## config.mk

```make
export PLATFORM = sky130hd
export DESIGN_NAME = hazard_ctrl_pipe
export DESIGN_NICKNAME = d
export VERILOG_FILES = /design/src/rtl/hazard_ctrl_pipe.sv
export SDC_FILE = /design/constraint.sdc
export NUM_CORES = 1
export LEC_CHECK = 0
export BUFFER_PORTS_ARGS = -buffer_cell sky130_fd_sc_hd__buf_2
export CORE_MARGIN = 3
export CORE_UTILIZATION = 30
export DETAILED_ROUTE_END_ITERATION = 8
export GPL_ROUTABILITY_DRIVEN = 0
export GPL_TIMING_DRIVEN = 0
export PLACE_DENSITY = 0.56
export SYNTH_ARGS = -nofsm -noshare
export SYNTH_HDL_FRONTEND = slang
export SYNTH_SLANG_ARGS = --single-unit
```

## constraint.sdc

```tcl
create_clock -name clk -period 1.8 [get_ports clk]
set_clock_uncertainty 0.05 [all_clocks]
set_input_delay 0.36 -clock clk [delete_from_list [all_inputs] [get_ports clk]]
set_output_delay 0.36 -clock clk [all_outputs]
set_load 0.02 [all_outputs]
```

## src/rtl/hazard_ctrl_pipe.sv

```systemverilog
// LC-3b pipeline hazard controller: advances EX/MEM/WB, inserts load-use bubbles, freezes on slow memory, flushes on redirect.
// Define ALU_FWD_EN when EX/MEM results are forwarded; otherwise any RAW on a valid EX/MEM writer stalls.
package lc3b_pkg;
  typedef enum logic [3:0] {
    op_br = 4'b0000, op_add, op_ldb, op_stb, op_jsr, op_and, op_ldr, op_str,
    op_rti, op_not, op_ldi, op_sti, op_jmp, op_shf, op_lea, op_trap
  } lc3b_opcode;

  typedef struct packed {
    lc3b_opcode opcode;
    logic       load_regfile;
    logic       load_hazard;
    logic       load_cc;
    logic       mem_read;
    logic       mem_write;
    logic       mem_byte;
  } lc3b_control_word;

  typedef enum logic [1:0] {ST_RUN, ST_LD_STALL, ST_MEM_WAIT} hz_state_e;
endpackage

module hazard_ctrl_pipe
  import lc3b_pkg::*;
(
  input  logic             clk,
  input  logic             reset_n,
  input  lc3b_control_word id_ctrl,
  input  logic             id_valid,
  input  logic [2:0]       id_dest,
  input  logic [2:0]       id_sr1,
  input  logic [2:0]       id_sr2,
  input  logic             id_sr1_used,
  input  logic             id_sr2_used,
  input  logic             mem_ready,
  input  logic             mem_br_taken,
  output lc3b_control_word ex_ctrl,
  output lc3b_control_word mem_ctrl,
  output lc3b_control_word wb_ctrl,
  output logic             ex_valid,
  output logic             mem_valid,
  output logic             wb_valid,
  output logic [2:0]       ex_dest,
  output logic [2:0]       mem_dest,
  output logic [2:0]       wb_dest,
  output logic             id_stall,
  output logic             flush,
  output hz_state_e        state_dbg
);

  typedef struct packed {
    lc3b_control_word ctrl;
    logic             valid;
    logic [2:0]       dest;
  } stage_t;

  localparam stage_t BUBBLE = '0;

  stage_t    ex_q, ex_d, mem_q, mem_d, wb_q, wb_d, id_stage;
  hz_state_e state_q, state_d;
  logic      mem_op, frozen, flush_c, hazard, stall_c, hit_ex;
`ifndef ALU_FWD_EN
  logic      hit_mem;
`endif

  // Hazard detection and pipeline-control decisions.
  always_comb begin
    mem_op  = mem_q.valid &&
              (mem_q.ctrl.opcode inside {op_ldr, op_str, op_ldb, op_stb, op_ldi, op_sti, op_trap});
    // The MEM stage is held while waiting, so the state alone tracks the wait.
    frozen  = (state_q == ST_MEM_WAIT) ? !mem_ready : (mem_op && !mem_ready);
    flush_c = !frozen && mem_br_taken && mem_q.valid;
    hit_ex  = id_valid && ex_q.valid &&
              ((id_sr1_used && (id_sr1 == ex_q.dest)) || (id_sr2_used && (id_sr2 == ex_q.dest)));
`ifdef ALU_FWD_EN
    hazard  = hit_ex && ex_q.ctrl.load_hazard && ex_q.ctrl.load_regfile;
`else
    hit_mem = id_valid && mem_q.valid &&
              ((id_sr1_used && (id_sr1 == mem_q.dest)) || (id_sr2_used && (id_sr2 == mem_q.dest)));
    hazard  = (hit_ex && ex_q.ctrl.load_regfile) || (hit_mem && mem_q.ctrl.load_regfile);
`endif
    stall_c = hazard && !flush_c && !frozen;
  end

  assign id_stall = frozen || stall_c;
  assign flush    = flush_c;

  always_comb begin
    ex_d     = ex_q;
    mem_d    = mem_q;
    wb_d     = wb_q;
    state_d  = ST_RUN;
    id_stage = id_valid ? '{ctrl: id_ctrl, valid: 1'b1, dest: id_dest} : BUBBLE;
    if (frozen) begin
      wb_d    = BUBBLE;
      state_d = ST_MEM_WAIT;
    end else if (flush_c) begin
      ex_d  = BUBBLE;
      mem_d = BUBBLE;
      wb_d  = mem_q;
    end else if (stall_c) begin
      ex_d    = BUBBLE;
      mem_d   = ex_q;
      wb_d    = mem_q;
      state_d = ST_LD_STALL;
    end else begin
      ex_d  = id_stage;
      mem_d = ex_q;
      wb_d  = mem_q;
    end
  end

  always_ff @(posedge clk or negedge reset_n) begin
    if (!reset_n) begin
      ex_q    <= BUBBLE;
      mem_q   <= BUBBLE;
      wb_q    <= BUBBLE;
      state_q <= ST_RUN;
    end else begin
      ex_q    <= ex_d;
      mem_q   <= mem_d;
      wb_q    <= wb_d;
      state_q <= state_d;
    end
  end

  assign ex_ctrl   = ex_q.ctrl;
  assign ex_valid  = ex_q.valid;
  assign ex_dest   = ex_q.dest;
  assign mem_ctrl  = mem_q.ctrl;
  assign mem_valid = mem_q.valid;
  assign mem_dest  = mem_q.dest;
  assign wb_ctrl   = wb_q.ctrl;
  assign wb_valid  = wb_q.valid;
  assign wb_dest   = wb_q.dest;
  assign state_dbg = state_q;

endmodule

```

[Word-level counts from Yosys, hierarchy flattened]
Cells that the tools add are included.
Word-level totals
  word-level logic and storage cells: 73
  register bits after elaboration: 44
  memories: 0
  input bits: 26
  bits in read-only memories: 0
  output and inout port bits: 46
  memory bits (writable): 0
  latch bits: 0
Operators by class
  add/sub/neg operators: 0
  divide/modulo/power cells: 0
  multiplexer cells: 9
  $mul: 0
  shift operators: 0
  reductions and logical operators: 24
  eq/ne operators: 12
  $lt $le $gt $ge: 0
  bitwise gates (word level): 0
Operator list (count)
  two-way mux 14 bit: 5
  logical AND 1 bit: 16
  == test 3 bit: 4
  == test 4 bit, second input constant: 3
  == test 4 x 2 -> 1 bit, second input constant: 2
  == test 4 x 3 -> 1 bit, second input constant: 2
  nonzero test 7 bit: 1
  logical OR 1 bit: 4
  zero test 1 bit: 3
  two-way mux 1 bit: 3
  == test 2 bit, second input constant: 1
  two-way mux 2 bit: 1

[Logic depth before layout (Yosys ltp)]
Gate-level depths: netlist (run 1).
  depth in word-level cells: 14
  gate-level depth with buffers: 7
  mapped depth without buffers: 5

[Least setup slack after synthesis (run 1)]
Ideal clock, no wire load.
  kind: reg2out
  start point: register mem_q, in the netlist mem_ctrl[6]
  end point: output flush
  cell stages (with the launch flop): 7
  slack: -0.250 ns
  path buffers: 2
  data arrival time: 1.640 ns
  data required time: 1.390 ns
  cells stage by stage: dfrtp_1 nand3b_1 a32oi_2 nor2_2 buf_2 buf_2 nor2_1
On the way
  word-level cells in the longest chain between the ends: 8
  elaborated cells on any way between the ends: 14
  classes of those cells: 7 x eq/ne; 1 x mux; 6 x reduce/logical
Ends and longest elaborated chain
  start: declaration: line 58  | stage_t ex_q, ex_d, mem_q, mem_d, wb_q, wb_d, id_stage;
  start signal: assignment: line 120  | mem_q <= mem_d;
  == test 4 x 3 -> 1 bit (tied with other cells): line 68  | (mem_q.ctrl.opcode inside {op_ldr, op_str, op_ldb, op_stb, op_ldi, op_sti, op_trap});
  nonzero test 7 bit *: line 68
  logical AND 1 bit *: line 67  | mem_op = mem_q.valid &&
  logical AND 1 bit *: line 70  | frozen = (state_q == ST_MEM_WAIT) ? !mem_ready : (mem_op && !mem_ready);
  two-way mux 1 bit *: line 70
  named net frozen: line 60  | logic mem_op, frozen, flush_c, hazard, stall_c, hit_ex;
  zero test 1 bit *: line 71  | flush_c = !frozen && mem_br_taken && mem_q.valid;
  logical AND 1 bit * (2 in a row): line 71
  end: declaration: line 46  | output logic flush,
The timed path passes the listed nets; every way through them passes the cells marked *.

[Worst setup path in the final report (run 1)]
Same ends and word-level chain as after synthesis.

==> results of run 1 <==
worst max-delay path by stage:
stage	startpoint	end	slack (ns)	cells after the start
global placement	mem_valid	id_stall	-0.28	5
finish	mem_ctrl[6]	flush	-0.24	7
detailed placement	mem_valid	id_stall	-0.25	5
floorplan	mem_dest[1]	id_stall	-0.02	5
global route	mem_ctrl[6]	flush	-0.31	7
CTS	mem_ctrl[6]	flush	-0.31	7
flip-flops by register name (all words and copies together), names as in the netlist:
| register | cells |
|---|---|
| wb_dest | 3 |
| mem_valid | 1 |
| ex_ctrl | 10 |
| wb_ctrl | 10 |
| state_dbg | 2 |
| mem_dest | 3 |
| ex_valid | 1 |
| mem_ctrl | 10 |
| wb_valid | 1 |
| ex_dest | 3 |
stage by stage:
step           util [%]  TNS [ns]  area (um2)
2_1_floorplan         -   -0.0416        1780
3_3_place_gp       39.6     -1.53        2220
3_5_place_dp       39.6     -1.41        2220
4_1_cts            43.3     -1.61        2430
5_1_grt            43.6     -2.17        2440
6_report           43.6    -0.969        2440
cell type report:
| type | instances | area share (%) |
|---|---|---|
| Inverter | 1 | 0.154 |
| Timing Repair Buffer | 82 | 18.3 |
| Clock buffer | 6 | 2.97 |
| Tap cell | 72 | 3.68 |
| Clock inverter | 1 | 1.23 |
| Multi-Input combinational cell | 100 | 26.2 |
| Sequential cell | 44 | 45.2 |
| Buffer | 7 | 2.30 |
synth_stat cells:
cell type | number | area, um2
a22o_1 | 13 | 114
nor2_2 | 1 | 6.26
xnor2_1 | 12 | 105
nand4_1 | 4 | 25.0
nand3_1 | 2 | 10.0
a21oi_1 | 2 | 10.0
clkbuf_1 | 4 | 15.0
nand2_1 | 30 | 113
nor2_1 | 1 | 3.75
a32oi_2 | 1 | 16.3
nand3b_1 | 1 | 7.51
inv_1 | 1 | 3.75
nor2b_1 | 14 | 87.6
buf_6 | 1 | 11.3
o21ai_0 | 16 | 80.1
dfrtp_1 | 44 | 1100
o221a_2 | 1 | 11.3
a21o_1 | 1 | 7.51
buf_2 | 3 | 15.0
nor4_4 | 1 | 21.3
cell families (layout without fill, tap and decap cells):
| kind of cell | Yosys count | after routing | synth area share [%] |
|---|---|---|---|
| simple gates | 54 | 54 | 15.5 |
| xor+xnor | 12 | 12 | 5.96 |
| compound gates | 34 | 34 | 13.5 |
| buf+inv | 9 | 97 | 2.55 |
| flops | 44 | 44 | 62.4 |
layer usage:
metal | vias to the layer above | wire, um
li1 | 695 | -
met1 | 680 | 1930
met2 | 33 | 2280
met3 | 6 | 228
met4 | 0 | 68
met5 | - | 0
power by group:
group | internal (mW) | switching [mW]
sequential | 1.13 | 0.110
combinational | 0.291 | 0.431
clock | 0.407 | 0.321
repair_timing:
action | CTS | global route
hold buffers | 0 | 0
gates cloned | 0 | 1
resized for setup | 13 | 2
endpoints found under the setup margin | 12 | 27
setup buffers | 8 | 3
pin swaps | 10 | 5
placed cells by master (no fill, tap or decap), types with 3 or more instances in the layout:
cell type / synthesis / final
a22o_1: 13 / 13
o21ai_0: 16 / 15
clkbuf_8: 0 / 5
nor2b_1: 14 / 14
nand2_1: 30 / 29
buf_6: 1 / 3
nand4_1: 4 / 4
dfrtp_2: 0 / 3
buf_4: 0 / 12
dfrtp_1: 44 / 41
xnor2_1: 12 / 12
buf_2: 3 / 69
clkbuf_1: 4 / 4
==> summary.md, run 1 <==
| Metric | Value |
|---|---|
| WL per Instance | 14.4 um |
| CP arrival | 1.63 ns |
| CTS buffer count | 5 |
| Crit path max-delay cell type | dfrtp_2 |
| Max incr delay on CP | a little over 0.4 ns |
| ANT cells | 0 |
| PD cells | 1100 nW/um2 |
| VDD IR max | 0.000404 V |
| Status | finished with violations |
| Cells along the critical path | nand3b_1 -> a32oi_2 -> nor2_4 -> buf_6 -> buf_8 -> nor2_4 -> buf_6 |
| Vias/cell | approximately 4.5 |
| Port-buffer cells | 71 |
| First-pass GRT wire length | around 7 mm |
| Synth Register Bits | 44 |
| Failing checks | setup timing |
| Met3 Use GR | 2.71% |
| Die Width | between 80 and 90 um |
| GRT busiest layer | met2 |
| CP Launch Type | flip-flop |
| Final #Nets | 267 |
| Antenna violations before repair | 0 |
| Relative slew slack | 36.0% |
| Fmax | 0.490 GHz |
| Max_cap viols | 0 |
| Syn Area/Cell | approximately 12 um2 |
| WL final | 4.51 mm |
| Register area share after synthesis | between 60% and 70% |
| Post-Syn Nets | about 180 |
| CP required | around 1.4 ns |
| Die area | 6840 um2 |
| Setup violators final | 16 |
| Met1 Resource Use GR | 17.5% |
| Fin crit share | 113% |
| Area Overhead vs Synth | 38.6% |
| Hold Violations, Final | 0 |
| Final Non-Filler Cells | 313 |
| Slew Viols, Final | 0 |
| FF-to-FF End | ex_dest[2] |
| Fillers | ~570 |
| CP bufs+invs | 3 |
| Final antenna-violating net count | 0 |
| Clock transition at path regs | ~0.08 ns |
| GRT Residual Overflow | 0 |
| R2r setup slk | -0.07 ns |
| Clk sinks | 44 |
| DRC viols | 0 |
| Yosys warns | 0 |
| Fin Hold WS | about 0.16 ns |
| Worst min path class | in -> async |
| Pleak | 1.25 nW |
| Clock Latency Late Sink | 0.29 ns |
| Top delay family on crit path | flip-flops |
| Die Ht | 82.7 um |
| IO Pins | between 70 and 80 |
| Mapped Cells | 153 |
| R2R Path Start | mem_ctrl[6] |
| Global Route met2 Usage | 24.4% |
| RSZ-0062 raised after global routing | yes |
| Total GRT Usage | 14.2% |
| R2R cell count | 7 |
| Critical path class | reg -> out |
| Core ar. | 5610 um2 |
| Pre-CTS setup slack | -0.252 ns |
| Vias in the first global route | 1404 |
| Largest net degree at the start of global routing | 45 |
| TritonRoute pass-1 iters | 4 |
| Worst setup margin | -0.239 ns |
| Placed Cells | about 300 |
| Starting density of the core | 31.5% |
| Placed wire-length estimate | between 3 and 4 mm |
| Fraction of layout cells with a size suffix above 1 | 42.7% |
| Initial DRC Count | 53 |
| Row cnt | 27 |
| CTS root buffer | clkbuf_8 |
| Reg area | 1100 um2 |
| Distinct cells, synth | 20 |
| TritonCTS clock tree | yes |
| Vias post-DR | 1414 |
| Clk buf depth | 2 |
| CP Max Fanout | 2 |
| Minimum clock period | 2.04 ns |
| H-tree depth | 2 |
| Overall power | 2.69 mW |
| Multi-input gate area | 641 um2 |
| Synthesized area | 1760 um2 |
| Nature of the critical path endpoint | output port |
| Worst Tran Pin Value | 0.960 ns |
Note: power is estimated with default switching activity, not from simulation.
==> inputs of run 2 (changes only) <==
- PLACE_DENSITY: 0.56 -> 0.58
- clock period: 1.8 -> 1.73 ns (I/O delays scaled with it)
==> summary.md, run 2 (synthesis results as in run 1) <==
| Metric | Value |
|---|---|
| Status | finished with violations |
| Failing checks | setup timing |
| Antenna violations before repair | 0 (unchanged) |
| Relative slew slack | 34.2% (-1.7 points) |
| Setup violators final | 16 (unchanged) |
| CP required | 1.33 ns (-0.06 ns) |
| Placed wire-length estimate | 3.16 mm (-2.7%) |
| IO Pins | 72 (unchanged) |
| CP arrival | 1.56 ns (-0.07 ns) |
| Commonest non-fill, non-tap cell in the layout | buf_2 |
| Initial DRC Count | 53 (unchanged) |
| Slew Viols, Final | 0 (unchanged) |
| Clk sinks | 44 (unchanged) |
| Critical path class | reg -> out |
| ANT cells | 0 (unchanged) |
| Pleak | 1.31 nW (+4.4%) |
| Die Width | 82.7 um (unchanged) |
| RSZ-0062 raised after global routing | yes |
| Vias post-DR | 1462 (+3.4%) |
| H-tree depth | 2 (unchanged) |
| Global Route met2 Usage | 24.0% (-0.40 points) |
| GRT Residual Overflow | 0 (unchanged) |
| Clk buf depth | 2 (unchanged) |
| TritonRoute pass-1 iters | 4 (unchanged) |
| Core ar. | 5610 um2 (unchanged) |
| WL final | 4.73 mm (+4.9%) |
| Total GRT Usage | 14.6% (+0.43 points) |
| Final #Nets | 270 (+1.1%) |
| Fin Hold WS | 0.167 ns (+0.00561 ns) |
| R2r setup slk | -0.13 ns (-0.06 ns) |
| Met1 Resource Use GR | 18.9% (+1.3 points) |
| WL per Instance | 15.0 um (+4.2%) |
| Clock Latency Late Sink | 0.29 ns (about the same) |
| Max_cap viols | 0 (unchanged) |
| FF-to-FF End | ex_dest[2] |
| Die Ht | 82.7 um (unchanged) |
| R2R cell count | 9 (+2) |
| Setup TNS | -1.91 ns (-0.945 ns) |
| Largest net degree at the start of global routing | 45 (unchanged) |
| Met3 Use GR | 4.12% (+1.4 points) |
| Port-buffer cells | 71 (unchanged) |
| CP Max Fanout | 2 (unchanged) |
| Die area | 6840 um2 (unchanged) |
| Overall power | 2.70 mW (+0.57%) |
| Area Overhead vs Synth | 43.9% |
| Worst min path class | in -> async |
| DRC viols | 0 (unchanged) |
| Fin crit share | 113% |
| TritonCTS clock tree | yes |
| Row cnt | 27 (unchanged) |
| Most frequent cells in the layout | buf_2, dfrtp_1, nand2_1 |
| Nature of the critical path endpoint | output port |
| Vias in the first global route | 1374 (-2.1%) |
| CTS root buffer | clkbuf_8 |
| Hold Violations, Final | 0 (unchanged) |
| Reg area | 1110 um2 (+0.45%) |
| Placed Cells | 296 (unchanged) |
| Fmax | 0.510 GHz |
| Worst Tran Pin Value | 0.987 ns (+0.0262 ns) |
| Worst setup margin | -0.229 ns (+0.00956 ns) |
| Minimum clock period | 1.96 ns |
| Multi-input gate area | 694 um2 (+8.4%) |
| R2R Path Start | mem_ctrl[6] |
| CTS buffer count | 5 (unchanged) |
| CP Launch Type | flip-flop |
| First-pass GRT wire length | 7.31 mm (+2.1%) |
| Clock transition at path regs | 0.07 ns (about the same) |
| Vias/cell | 4.64 (+2.7%) |
| Final Non-Filler Cells | 315 (+0.64%) |
| Final Core Density | 45.3% (+1.7 points) |
| Final antenna-violating net count | 0 (unchanged) |
| Fraction of layout cells with a size suffix above 1 | 49.0% (+6.2 points) |
| PD cells | 1060 nW/um2 (-3.1%) |
| Fillers | 549 (-3.3%) |
| Starting density of the core | 31.5% (unchanged) |
| GRT busiest layer | met2 |
| VDD IR max | 0.000412 V (+2.1%) |
[run 2: changes by cell type in the layout (fill, tap and decap cells not counted), moves of 2 or more]
cell | previous run | this run
buf_4 | 12 | 8
buf_6 | 3 | 8
o21ai_1 | 1 | 8
dfrtp_1 | 41 | 37
clkbuf_2 | 0 | 2
dfrtp_2 | 3 | 7
clkbuf_1 | 4 | 1
xnor2_1 | 12 | 6
xnor2_2 | 0 | 6
o21ai_0 | 15 | 7
[run 2: worst max path at each step]
stage	endpoint	slack, ns	start
2_1_floorplan	flush	-0.07	mem_ctrl[6]
3_3_place_gp	flush	-0.21	mem_ctrl[6]
3_5_place_dp	flush	-0.22	mem_ctrl[6]
4_1_cts	flush	-0.25	mem_ctrl[6]
5_1_grt	id_stall	-0.29	mem_dest[2]
6_report	flush	-0.23	mem_ctrl[6]
[run 2: layer usage]
metal	routed length (um)	vias up
met1	2020	696
met5	0	-
met4	52	0
li1	-	702
met2	2310	58
met3	348	6
[run 2: power by group]
part	internal (mW)	leakage (nW)	switching, mW
combinational	0.355	0.701	0.472
sequential	1.18	0.570	0.119
clock	0.269	0.0371	0.311
[run 2: critical path, cell delays in order (launching register included)]
cell,delay (ns)
dfrtp_2,0.40
nand3b_1,0.19
a32oi_2,0.26
nor2_4,0.09
buf_12,0.14
nor2_4,0.07
buf_6,0.12
[run 2: stage by stage]
| step | setup slack [ns] | cell area [um2] |
|---|---|---|
| 6_report | -0.229 | 2540 |
| 5_1_grt | -0.290 | 2540 |
| 4_1_cts | -0.252 | 2470 |
| 3_5_place_dp | -0.219 | 2240 |
| 3_3_place_gp | -0.211 | 2240 |
| 2_1_floorplan | -0.0682 | 1800 |
[run 2: final cells by class]
class,instances,share of cell area (%)
Timing Repair Buffer,85,19.7
Sequential cell,44,43.7
Tap cell,72,3.55
Inverter,1,0.148
Clock buffer,6,2.86
Buffer,7,2.71
Multi-Input combinational cell,100,27.4
[run 2: timing repair]
action | 4_1_cts | 5_1_grt
buffers inserted | 12 | 3
gates resized for setup | 26 | 21
gates cloned | 1 | 0
endpoints found under the hold margin | 0 | 0
pin swaps | 8 | 15
hold buffers | 0 | 0
endpoints found under the setup margin | 19 | 36
==> inputs of run 3 (changes only) <==
- CORE_UTILIZATION: 30 -> 42
- PLACE_DENSITY: 0.58 -> 0.76
==> summary.md, run 3 (synthesis results as in run 1) <==
| Metric | Value |
|---|---|
| Clk network pwr share | 28.8% (+7.3 points) |
| Port-buffer cells | 71 (unchanged) |
| Vias/cell | 4.95 (+6.6%) |
| Status | finished with violations |
| VDD IR max | 0.000749 V (+82%) |
| Core ar. | 3850 um2 (-31%) |
| Comb pwr share | 26.7% (-3.9 points) |
| Slew Viols, Final | 0 (unchanged) |
| Placed Area | 2210 um2 (-1.3%) |
| PD cells | 1160 nW/um2 (+9.3%) |
| Fin crit share | 113% (+0.21 points) |
| Cells along the critical path | xnor2_1 -> nand4_1 -> a21oi_2 -> o21ai_1 -> o21ai_2 -> buf_4 |
| Sequential power share | 44.5% (-3.4 points) |
| Vias in the first global route | 1404 (+2.2%) |
| CP Max Fanout | 5 (+3) |
| Vias post-DR | 1430 (-2.2%) |
| R2R cell count | 8 (-1) |
| Antenna violations before repair | 0 (unchanged) |
| H-tree depth | 2 (unchanged) |
| Total GRT Usage | 17.1% (+2.5 points) |
| Starting density of the core | 45.8% (+14 points) |
| Layout Cell Area excl Fill | 2500 um2 (-1.3%) |
| Largest net degree at the start of global routing | 45 (unchanged) |
| Reg area | 1110 um2 (unchanged) |
| Clock transition at path regs | 0.08 ns (about the same) |
| Critical path class | reg -> out |
| Final antenna-violating net count | 0 (unchanged) |
| Critical Path Stages | 6 (unchanged) |
| GRT Residual Overflow | 0 (unchanged) |
| Hold Violations, Final | 0 (unchanged) |
| Clk sinks | 44 (unchanged) |
| Die area | 5010 um2 (-27%) |
| Pre-CTS setup slack | -0.241 ns (-0.0221 ns) |
| Row cnt | 22 (-19%) |
| TritonCTS clock tree | yes |
| CP required | 1.33 ns (about the same) |
| CP Launch Type | flip-flop |
| Failing checks | setup timing |
| Minimum clock period | 1.96 ns (+0.00367 ns) |
| Overall power | 2.92 mW (+7.8%) |
| CTS buffer count | 5 (unchanged) |
| Most frequent cells in the layout | buf_2, dfrtp_1, nand2_1 |
| Die Ht | 70.8 um (-14%) |
| WL final | 4.09 mm (-14%) |
| DRC viols | 0 (unchanged) |
| Pleak | 1.30 nW (-0.83%) |
| Max_cap viols | 0 (unchanged) |
| Worst min path class | in -> async |
| ANT cells | 0 (unchanged) |
| Multi-input gate area | 698 um2 (+0.54%) |
| Setup violators final | 16 (unchanged) |
| Final #Nets | 266 (-1.5%) |
| CP arrival | 1.57 ns (about the same) |
| Net Sw Frac | 31.0% (-2.4 points) |
| Worst Tran Pin Value | 0.944 ns (-0.0425 ns) |
| WL per Instance | 14.1 um (-5.9%) |
| Top delay family on crit path | flip-flops |
| CP bufs+invs | 1 (-1) |
| Fmax | 0.509 GHz (-0.19%) |
| TritonRoute pass-1 iters | 4 (unchanged) |
| Switch Pwr | 904 uW (+0.18%) |
| Commonest non-fill, non-tap cell in the layout | buf_2 |
| Placed wire-length estimate | 2.90 mm (-8.1%) |
| Relative slew slack | 37.1% (+2.8 points) |
| Cell-internal power | 2.01 mW (+12%) |
| Crit path max-delay cell type | dfrtp_2 |
| Max incr delay on CP | 0.46 ns (+0.06 ns) |
| Worst setup margin | -0.233 ns (-0.00367 ns) |
| RSZ-0062 raised after global routing | yes |
| Initial DRC Count | 89 (+68%) |
| First-pass GRT wire length | 6.76 mm (-7.5%) |
| Fillers | 323 (-41%) |
| Fraction of layout cells with a size suffix above 1 | 48.5% (-0.42 points) |
| CTS root buffer | clkbuf_8 |
| Area Overhead vs Synth | 42.0% |
| Clk buf depth | 2 (unchanged) |
| Die Width | 70.8 um (-14%) |
| IO Pins | 72 (unchanged) |
| Clock Latency Late Sink | 0.29 ns (about the same) |
| Nature of the critical path endpoint | output port |
-- run 3: changes by cell type in the layout (fill, tap and decap cells not counted), sizes merged --
| cell | delta |
|---|---|
| buf | -3 |
| bufinv | +1 |
-- run 3: cell type report --
type,instances,share of cell area (%)
Buffer,7,2.55
Clock buffer,7,3.85
Clock inverter,1,1.20
Inverter,1,0.150
Multi-Input combinational cell,100,27.9
Sequential cell,44,44.3
Tap cell,48,2.40
Timing Repair Buffer,81,17.7
-- run 3: final timing paths --
path | slack [ns] | from | end
max in group asynchronous | 0.84 | reset_n | mem_valid
worst max-delay path | -0.23 | ex_dest[2] | id_stall
worst min-delay path | 0.15 | reset_n | ex_dest[0]
worst max register to register | -0.16 | mem_ctrl[6] | ex_ctrl[4]
worst min register to register | 0.45 | mem_ctrl[0] | mem_ctrl[0]
min in group clk | 0.22 | id_ctrl[7] | ex_ctrl[7]
-- run 3: stage by stage --
step	instances	setup TNS (ns)	util (%)	hold slack, ns
2_1_floorplan	153	-0.0682	-	0.000409
3_5_place_dp	272	-1.33	57.5	0.444
4_1_cts	287	-2.59	63.2	0.182
5_1_grt	289	-4.82	65.0	0.210
6_report	289	-2.39	65.0	0.149
3_3_place_gp	272	-0.885	57.5	0.436
-- run 3: worst reg2reg max path, stage by stage (launching register included) --
cell,delay (ns)
dfrtp_2,0.40
nand3b_1,0.20
a32oi_4,0.25
nor2_4,0.07
buf_4,0.14
buf_6,0.12
nor4_4,0.28
buf_4,0.21
a22o_1,0.12
-- run 3: timing repair --
item | CTS | global route
resized for setup | 13 | 25
buffers inserted | 8 | 2
setup endpoints to repair | 19 | 32
hold buffers | 0 | 0
pin swaps | 5 | 7
gates cloned | 0 | 1
-- run 3: per-layer routing --
metal	vias up	part of all wire (%)	track usage [%]
li1	700	-	-
met1	671	44	23.0
met2	52	48	27.0
met3	7	6.5	5.68
met4	0	1.1	4.18
met5	-	0	0
-- run 3: power by group through the flow --
| stage | sequential, mW | clock, mW | combinational (mW) |
|---|---|---|---|
| 6_report | 1.30 | 0.839 | 0.778 |
| 5_1_grt | 1.32 | 0.898 | 0.840 |
| 4_1_cts | 1.29 | 0.860 | 0.752 |
| 3_5_place_dp | 1.31 | 0 | 0.705 |
| 3_3_place_gp | 1.30 | 0 | 0.700 |
| 2_1_floorplan | 1.48 | 0 | 0.256 |
